$ cat src/rtl/updown_pkg.sv
// Shared types and constants for the up/down counter command generator.
package updown_pkg;
  typedef enum logic [1:0] {IDLE, ARM, STEP} state_t;

  localparam logic DIR_UP = 1'b0;
  localparam logic DIR_DN = 1'b1;

  localparam logic [3:0] CNT_MAX = 4'hF;
  localparam logic [3:0] CNT_MIN = 4'h0;
endpackage

$ cat src/rtl/updown_cmd_gen_btn_debounce.sv
// Per-button 2-FF synchroniser, debouncer and press detector.
// With UPDOWN_AUTO_REPEAT_EN defined it also raises periodic repeat events while held.
module btn_debounce #(
  parameter int DEBOUNCE_CYCLES = 16,
  parameter int REPEAT_DELAY    = 64,
  parameter int REPEAT_PERIOD   = 16
) (
  input  logic clock,
  input  logic reset,
  input  logic btn,
  input  logic other_stable,
  output logic stable,
  output logic press,
  output logic rpt
);
  localparam int DW = $clog2(DEBOUNCE_CYCLES);
  localparam logic [DW-1:0] DB_LAST = DW'(DEBOUNCE_CYCLES - 1);

  logic [1:0]    sync_ff;
  logic [DW-1:0] db_cnt;
  logic          stable_d;

  // A sample equal to the stable level restarts the run of differing samples.
  always_ff @(posedge clock or negedge reset) begin
    if (!reset) begin
      sync_ff  <= '0;
      db_cnt   <= '0;
      stable   <= 1'b0;
      stable_d <= 1'b0;
    end else begin
      sync_ff  <= {sync_ff[0], btn};
      stable_d <= stable;
      if (sync_ff[1] == stable) begin
        db_cnt <= '0;
      end else if (db_cnt == DB_LAST) begin
        stable <= sync_ff[1];
        db_cnt <= '0;
      end else begin
        db_cnt <= db_cnt + DW'(1);
      end
    end
  end

  assign press = stable & ~stable_d;

`ifdef UPDOWN_AUTO_REPEAT_EN
  localparam int RMAX = (REPEAT_DELAY > REPEAT_PERIOD) ? REPEAT_DELAY : REPEAT_PERIOD;
  localparam int RW   = $clog2(RMAX + 1);

  logic [RW-1:0] r_cnt;
  logic          r_rep;

  // r_cnt is 0 in the press cycle; first event at REPEAT_DELAY, then every REPEAT_PERIOD.
  assign rpt = stable && !other_stable &&
               (r_cnt == (r_rep ? RW'(REPEAT_PERIOD) : RW'(REPEAT_DELAY)));

  always_ff @(posedge clock or negedge reset) begin
    if (!reset) begin
      r_cnt <= '0;
      r_rep <= 1'b0;
    end else if (!stable || other_stable) begin
      r_cnt <= '0;
      r_rep <= 1'b0;
    end else if (rpt) begin
      r_cnt <= RW'(1);
      r_rep <= 1'b1;
    end else begin
      r_cnt <= r_cnt + RW'(1);
    end
  end
`else
  logic unused_cfg;
  assign unused_cfg = other_stable ^ (REPEAT_DELAY > 0) ^ (REPEAT_PERIOD > 0);
  assign rpt = 1'b0;
`endif
endmodule

$ cat src/rtl/updown_cmd_gen.sv
// Turns debounced up/down button presses into ARM/STEP commands for a 4-bit counter.
// UPDOWN_AUTO_REPEAT_EN enables hold-to-repeat in the button front ends.
module updown_cmd_gen
  import updown_pkg::*;
#(
  parameter int DEBOUNCE_CYCLES = 16,
  parameter int REPEAT_DELAY    = 64,
  parameter int REPEAT_PERIOD   = 16
) (
  input  logic       clock,
  input  logic       reset,
  input  logic       btn_up,
  input  logic       btn_dn,
  input  logic [3:0] q,
  output logic       t,
  output logic       M,
  output logic       limit
);
  logic stable_up, stable_dn, press_up, press_dn, rpt_up, rpt_dn;
  logic up_ev, dn_ev;
  state_t state, state_n;
  logic m_n, limit_n;

  btn_debounce #(
    .DEBOUNCE_CYCLES(DEBOUNCE_CYCLES), .REPEAT_DELAY(REPEAT_DELAY), .REPEAT_PERIOD(REPEAT_PERIOD)
  ) u_up (
    .clock(clock), .reset(reset), .btn(btn_up), .other_stable(stable_dn),
    .stable(stable_up), .press(press_up), .rpt(rpt_up)
  );

  btn_debounce #(
    .DEBOUNCE_CYCLES(DEBOUNCE_CYCLES), .REPEAT_DELAY(REPEAT_DELAY), .REPEAT_PERIOD(REPEAT_PERIOD)
  ) u_dn (
    .clock(clock), .reset(reset), .btn(btn_dn), .other_stable(stable_up),
    .stable(stable_dn), .press(press_dn), .rpt(rpt_dn)
  );

  assign up_ev = press_up | rpt_up;
  assign dn_ev = press_dn | rpt_dn;

  always_ff @(posedge clock or negedge reset) begin
    if (!reset) begin
      state <= IDLE;
      M     <= DIR_UP;
      limit <= 1'b0;
    end else begin
      state <= state_n;
      M     <= m_n;
      limit <= limit_n;
    end
  end

  // Direction is committed on entry to ARM so it is stable a full cycle before t.
  always_comb begin
    state_n = state;
    m_n     = M;
    limit_n = 1'b0;
    case (state)
      IDLE: begin
        if (up_ev && !dn_ev) begin
          if (q != CNT_MAX) begin
            state_n = ARM;
            m_n     = DIR_UP;
          end else begin
            limit_n = 1'b1;
          end
        end else if (dn_ev && !up_ev) begin
          if (q != CNT_MIN) begin
            state_n = ARM;
            m_n     = DIR_DN;
          end else begin
            limit_n = 1'b1;
          end
        end
      end
      ARM:     state_n = STEP;
      STEP:    state_n = IDLE;
      default: state_n = IDLE;
    endcase
  end

  assign t = (state == STEP);
endmodule

$ cat config.mk
export PLATFORM = sky130hd
export DESIGN_NAME = updown_cmd_gen
export DESIGN_NICKNAME = d
export VERILOG_FILES = /design/src/rtl/updown_pkg.sv /design/src/rtl/updown_cmd_gen_btn_debounce.sv /design/src/rtl/updown_cmd_gen.sv
export SDC_FILE = /design/constraint.sdc
export NUM_CORES = 1
export LEC_CHECK = 0
export CAP_MARGIN = 15
export CORE_ASPECT_RATIO = 0.75
export CORE_UTILIZATION = 40
export CTS_CLUSTER_DIAMETER = 30
export DETAILED_ROUTE_END_ITERATION = 10
export PLACE_DENSITY = 0.75
export SYNTH_ARGS = -nofsm -noshare
export SYNTH_HDL_FRONTEND = slang
export SYNTH_SLANG_ARGS = --single-unit
$ cat constraint.sdc
create_clock -name clock -period 1.65 [get_ports clock]
set_input_delay 0.2475 -clock clock [delete_from_list [all_inputs] [get_ports clock]]
set_output_delay 0.2475 -clock clock [all_outputs]
set_load 0.005 [all_outputs]
* Word-level counts from Yosys, hierarchy flattened
Cells that the tools add are included.
** Cells by class
- Mux-type cells :: 18
- Bitwise gates (word level) :: 6
- Add/sub/neg operators :: 2
- Equality and inequality tests :: 11
- Reductions and logical operators :: 12
** Operator list (count)
- 2-to-1 mux 4 bit :: 4
- 2-to-1 mux 1 bit :: 9
- != test 3 bit, second input constant :: 3
- adder 4 x 1 -> 4 bit, second input constant :: 2
- == test 4 bit, second input constant :: 2
- 2-to-1 mux 2 bit :: 4
- != test 4 bit, second input constant :: 1
- inverter 1 bit :: 4
- case mux 2 bit (2 select lines) :: 1
- AND reduction 2 bit :: 2
- AND reduction 4 bit :: 1
- nonzero test 2 bit :: 2
- nonzero test 4 bit :: 1
- AND reduction 3 bit :: 1
- bitwise AND 1 bit :: 2
- == test 1 bit :: 2
- == test 2 x 1 -> 1 bit, second input constant :: 1
- == test 2 bit, second input constant :: 1
- logical AND 1 bit :: 2
- zero test 1 bit :: 2
- zero test 2 bit :: 1
- != test 2 x 1 -> 1 bit, second input constant :: 1
** Word-level totals
- Register bits after elaboration :: 20
- Output and inout bits :: 3
- Word-level logic and storage cells :: 60
- Bits of input ports :: 8

* Logic depth before layout (Yosys ltp)
- Depth after elaboration :: 7
- Gate-level depth with buffers :: 7
- Mapped depth without buffers :: 7

* Hierarchy
A second synthesis with hierarchy kept.
** Unflattened totals
- Cell total of the unflattened synthesis :: 68
- Area total of the unflattened synthesis :: 880.8 um^2
** By module, submodules not included
- btn_debounce :: cells each 22, times used 2, area each 312.8 um^2, sequential area each 200.2 um^2
- updown_cmd_gen :: cells each 24, times used 1, area each 255.2 um^2, sequential area each 100.1 um^2

* Least setup slack after synthesis
No wires, ideal clock.
- Path kind :: reg-to-reg
- Start point :: reg u_up.stable
- End point :: reg M
- Stages on the path, launching flop included :: 8
- Slack :: 0.113 ns
- Required time :: 1.523 ns
- Arrival time :: 1.410 ns
- Setup time :: 0.127 ns
- Buffers on the path :: 0
- Clock period less this slack :: 1.537 ns
- Cell sequence :: dfrtp_1 nand2b_1 inv_1 ha_1 or4_4 nor2_4 nor3_2 mux2i_1
** On the way
- Longest elaborated chain between the ends :: 5
- Elaborated cells between the ends (all ways) :: 9
- Those cells by class :: eq/ne: 1; mux: 1; bitwise: 1; reduce/logical: 6
** Ends and longest elaborated chain
- start, declared :: line updown_cmd_gen_btn_debounce.sv:12 : output logic stable,
- start signal, assigned :: line updown_cmd_gen_btn_debounce.sv:36 : stable <= sync_ff[1];
- bitwise AND 1 bit * :: line updown_cmd_gen_btn_debounce.sv:44 : assign press = stable & ~stable_d;
- zero test 1 bit :: line updown_cmd_gen.sv:67 : end else if (dn_ev && !up_ev) begin
- logical AND 1 bit :: line updown_cmd_gen.sv:67
- nonzero test 2 bit (no source line)
- AND reduction 4 bit (no source line)
- end signal, assigned :: line updown_cmd_gen.sv:48 : M <= m_n;
- end, declared :: line updown_cmd_gen.sv:16 : output logic M,
Mark *: on every way between the ends. The rest lies on a longest branch, timed or not.
A chain may end at the register's enable or synchronous reset.

* Worst setup path in the final report
Ends and elaborated chain as after synthesis.

==> flow_summary.json <==
{
  "status": "finished clean",
  "core_sq_um": 1840,
  "final_nets": 98,
  "rrSetupSlack_ps": 20,
  "num_antenna_cells": 0,
  "min_path_type": "in -> async",
  "fp.dieW_um": 54.8,
  "dp.cells": 100,
  "wl_um": 1140,
  "cts_buffers": 3,
  "fmax_mhz": 613,
  "worstPathArrival_ps": 1810,
  "hold_viol": 0,
  "cts_resized": 0,
  "drc": 0,
  "syn-num-nets": 79,
  "grt.total_usage": 0.123,
  "p_comb_frac": 0.062,
  "drt.antenna.violating_nets": 0,
  "fin_cells": 106,
  "max_slew_margin": 0.773,
  "grt.overflow.total": 0,
  "whs_ps": 265,
  "worstSkewPairLatency_ps": 290,
  "antenna_found_initial": 0,
  "grt_max_degree": 21,
  "critPathCaptureType": "flip-flop",
  "ys_warn_count": 0,
  "synthCells": 66,
  "drive_above_1_share": 0.143,
  "power_switching_w": 0.000177,
  "dr.first_iter.drc_count": 3,
  "worstPathMaxFanout": 2,
  "cts_tree": "built",
  "postLayoutCoreUtil": 0.569,
  "required_ps": 1830,
  "fin_crit_sh": 0.989,
  "setup_tns_ps": 0,
  "row_count": 13,
  "grt_pass1_wl_um": 1940,
  "p_clk_frac": 0.396,
  "firstDrtPassIters": 4,
  "maxSlewViolCount": 0,
  "syn_area_sq_um": 836,
  "fp.dieH_um": 41.6,
  "period_needed_ps": 1630,
  "vias": 517,
  "avgViaCountPerCell": 4.88,
  "peakVddDrop_uv": 530,
  "crit_type": "reg -> reg",
  "setup_viol": 0,
  "cp-start-kind": "flip-flop",
  "leakage_nw": 0.484,
  "ys_ff_latch": 20,
  "powerDensity_nw_per_um2": 920,
  "rsz0062_at_grt": "true",
  "dieArea_sq_um": 2280,
  "clockBufferDepth": 2,
  "io_buffer_count": 10,
  "tightest_slew_ps": 338,
  "seqPwrFrac": 0.541,
  "postSynthAreaPerCell_sq_um": 12.7,
  "finalClockSkew_ps": 10.8,
  "drv_cap": 0,
  "wl_per_cell_um": 10.8,
  "p_total_w": 0.000962,
  "p_int_w": 0.000786,
  "yosysSeqAreaShare": 0.599,
  "yosysUniqueCellTypes": 20,
  "clk_pin_slew_ps": 110,
  "area_growth_pct": 25.1,
  "hpwlAfterDp_um": 874,
  "start_util": 0.455,
  "pin_count": 11,
  "cts_sinks": 20,
  "gp_congestion": 0.713,
  "swShare": 0.184,
  "cts_root_buffer": "clkbuf_4",
  "h-tree-depth": 1,
  "grt_pass1_vias": 478
}
## state kept, by name (all words and copies together) (netlist names), 2 cells and up
name and count:
state 2, u_dn.db_cnt 4, u_dn.sync_ff 2, u_up.db_cnt 4, u_up.sync_ff 2
## final timing paths
kind | startpoint | endpoint | cells after the start
max reg2reg | u_up.stable | M | 7
min in group clock | u_dn.sync_ff[0] | u_dn.sync_ff[1] | 0
min | reset | u_up.db_cnt[0] | 2
max | u_up.stable | M | 7
max in group asynchronous | reset | u_dn.db_cnt[2] | 2
min reg2reg | u_dn.sync_ff[0] | u_dn.sync_ff[1] | 0
## placed cells by master, fill, tap and decap left out, drive strengths merged, types with 2 or more instances in the layout
| master | instances |
|---|---|
| dfrtp | 20 |
| inv | 5 |
| nand3 | 3 |
| nand4b | 2 |
| clkdlybuf4s50 | 10 |
| xnor2 | 4 |
| nor3 | 2 |
| clkbuf | 3 |
| nor2b | 4 |
| a21oi | 5 |
| buf | 4 |
| nor2 | 4 |
| o21ai | 2 |
| mux2 | 2 |
| nor3b | 2 |
| nand2b | 2 |
| ha | 5 |
## through the flow
stage	cell area [sq um]	setup slack, ps
2_1_floorplan	836	113
3_3_place_gp	978	36.2
3_5_place_dp	978	16.6
4_1_cts	1030	10.5
5_1_grt	1050	-67.2
6_report	1050	18.0
## per-layer routing
metal | global-route usage | share of wire | vias to the layer above | wire (um)
li1 | - | - | 258 | -
met1 | 0.168 | 0.49 | 241 | 562
met2 | 0.169 | 0.43 | 16 | 495
met3 | 0.0659 | 0.067 | 2 | 77
met4 | 0.0308 | 0.0079 | 0 | 9
met5 | 0 | 0 | - | 0
## final cells by class
type                    instances  area (sq um)
inverters                       5          18.8
clock inverters                 1          30.0
well taps                      22          27.5
repair buffers                 14           130
clock buffers                   3          22.5
flip-flops and latches         20           500
multi-input cells              41           317
fillers                       154           792
## power by group through the flow
stage	clock network, W	logic [W]	registers [W]
finish	0.000381	0.0000601	0.000521
global route	0.000420	0.0000683	0.000523
CTS	0.000398	0.0000618	0.000521
detailed placement	0	0.0000616	0.000530
global placement	0	0.0000598	0.000529
floorplan	0	0.0000279	0.000527
## logic make-up after synthesis
kind of cell             synth area share
adder cells (fa/ha/maj)            0.0749
AND/OR/NAND/NOR                     0.181
buffers and inverters              0.0225
flip-flops                          0.599
multiplexers                       0.0389
AO/OA/AOI/OAI                      0.0419
XOR/XNOR                           0.0419
## Yosys cell counts
cell / n / area, sq um
a21oi_1: 5 / 25.0
dfrtp_1: 20 / 500
ha_1: 5 / 62.6
inv_1: 5 / 18.8
mux2_1: 2 / 22.5
mux2i_1: 1 / 10.0
nand2_1: 1 / 3.75
nand2b_1: 2 / 12.5
nand3_1: 3 / 15.0
nand4b_1: 2 / 17.5
nor2_1: 2 / 7.51
nor2_4: 2 / 22.5
nor2b_1: 4 / 25.0
nor3_1: 1 / 5.00
nor3_2: 1 / 10.0
nor3b_1: 2 / 15.0
o21ai_0: 2 / 10.0
or3_1: 1 / 6.26
or4_4: 1 / 11.3
xnor2_1: 4 / 35.0
## repair_timing
action                                  CTS  global route
hold buffers                              0             0
endpoints found under the hold margin     0             0
setup buffers                             0             2
endpoints found under the setup margin    0             2
## critical path, stage by stage (launching register included)
cell,delay [ps]
dfrtp_1,390
nand2b_1,110
inv_1,80
ha_1,220
or4_4,430
nor2_4,110
nor3_2,60
mux2i_1,110
Power figures use the tool's default switching activity.
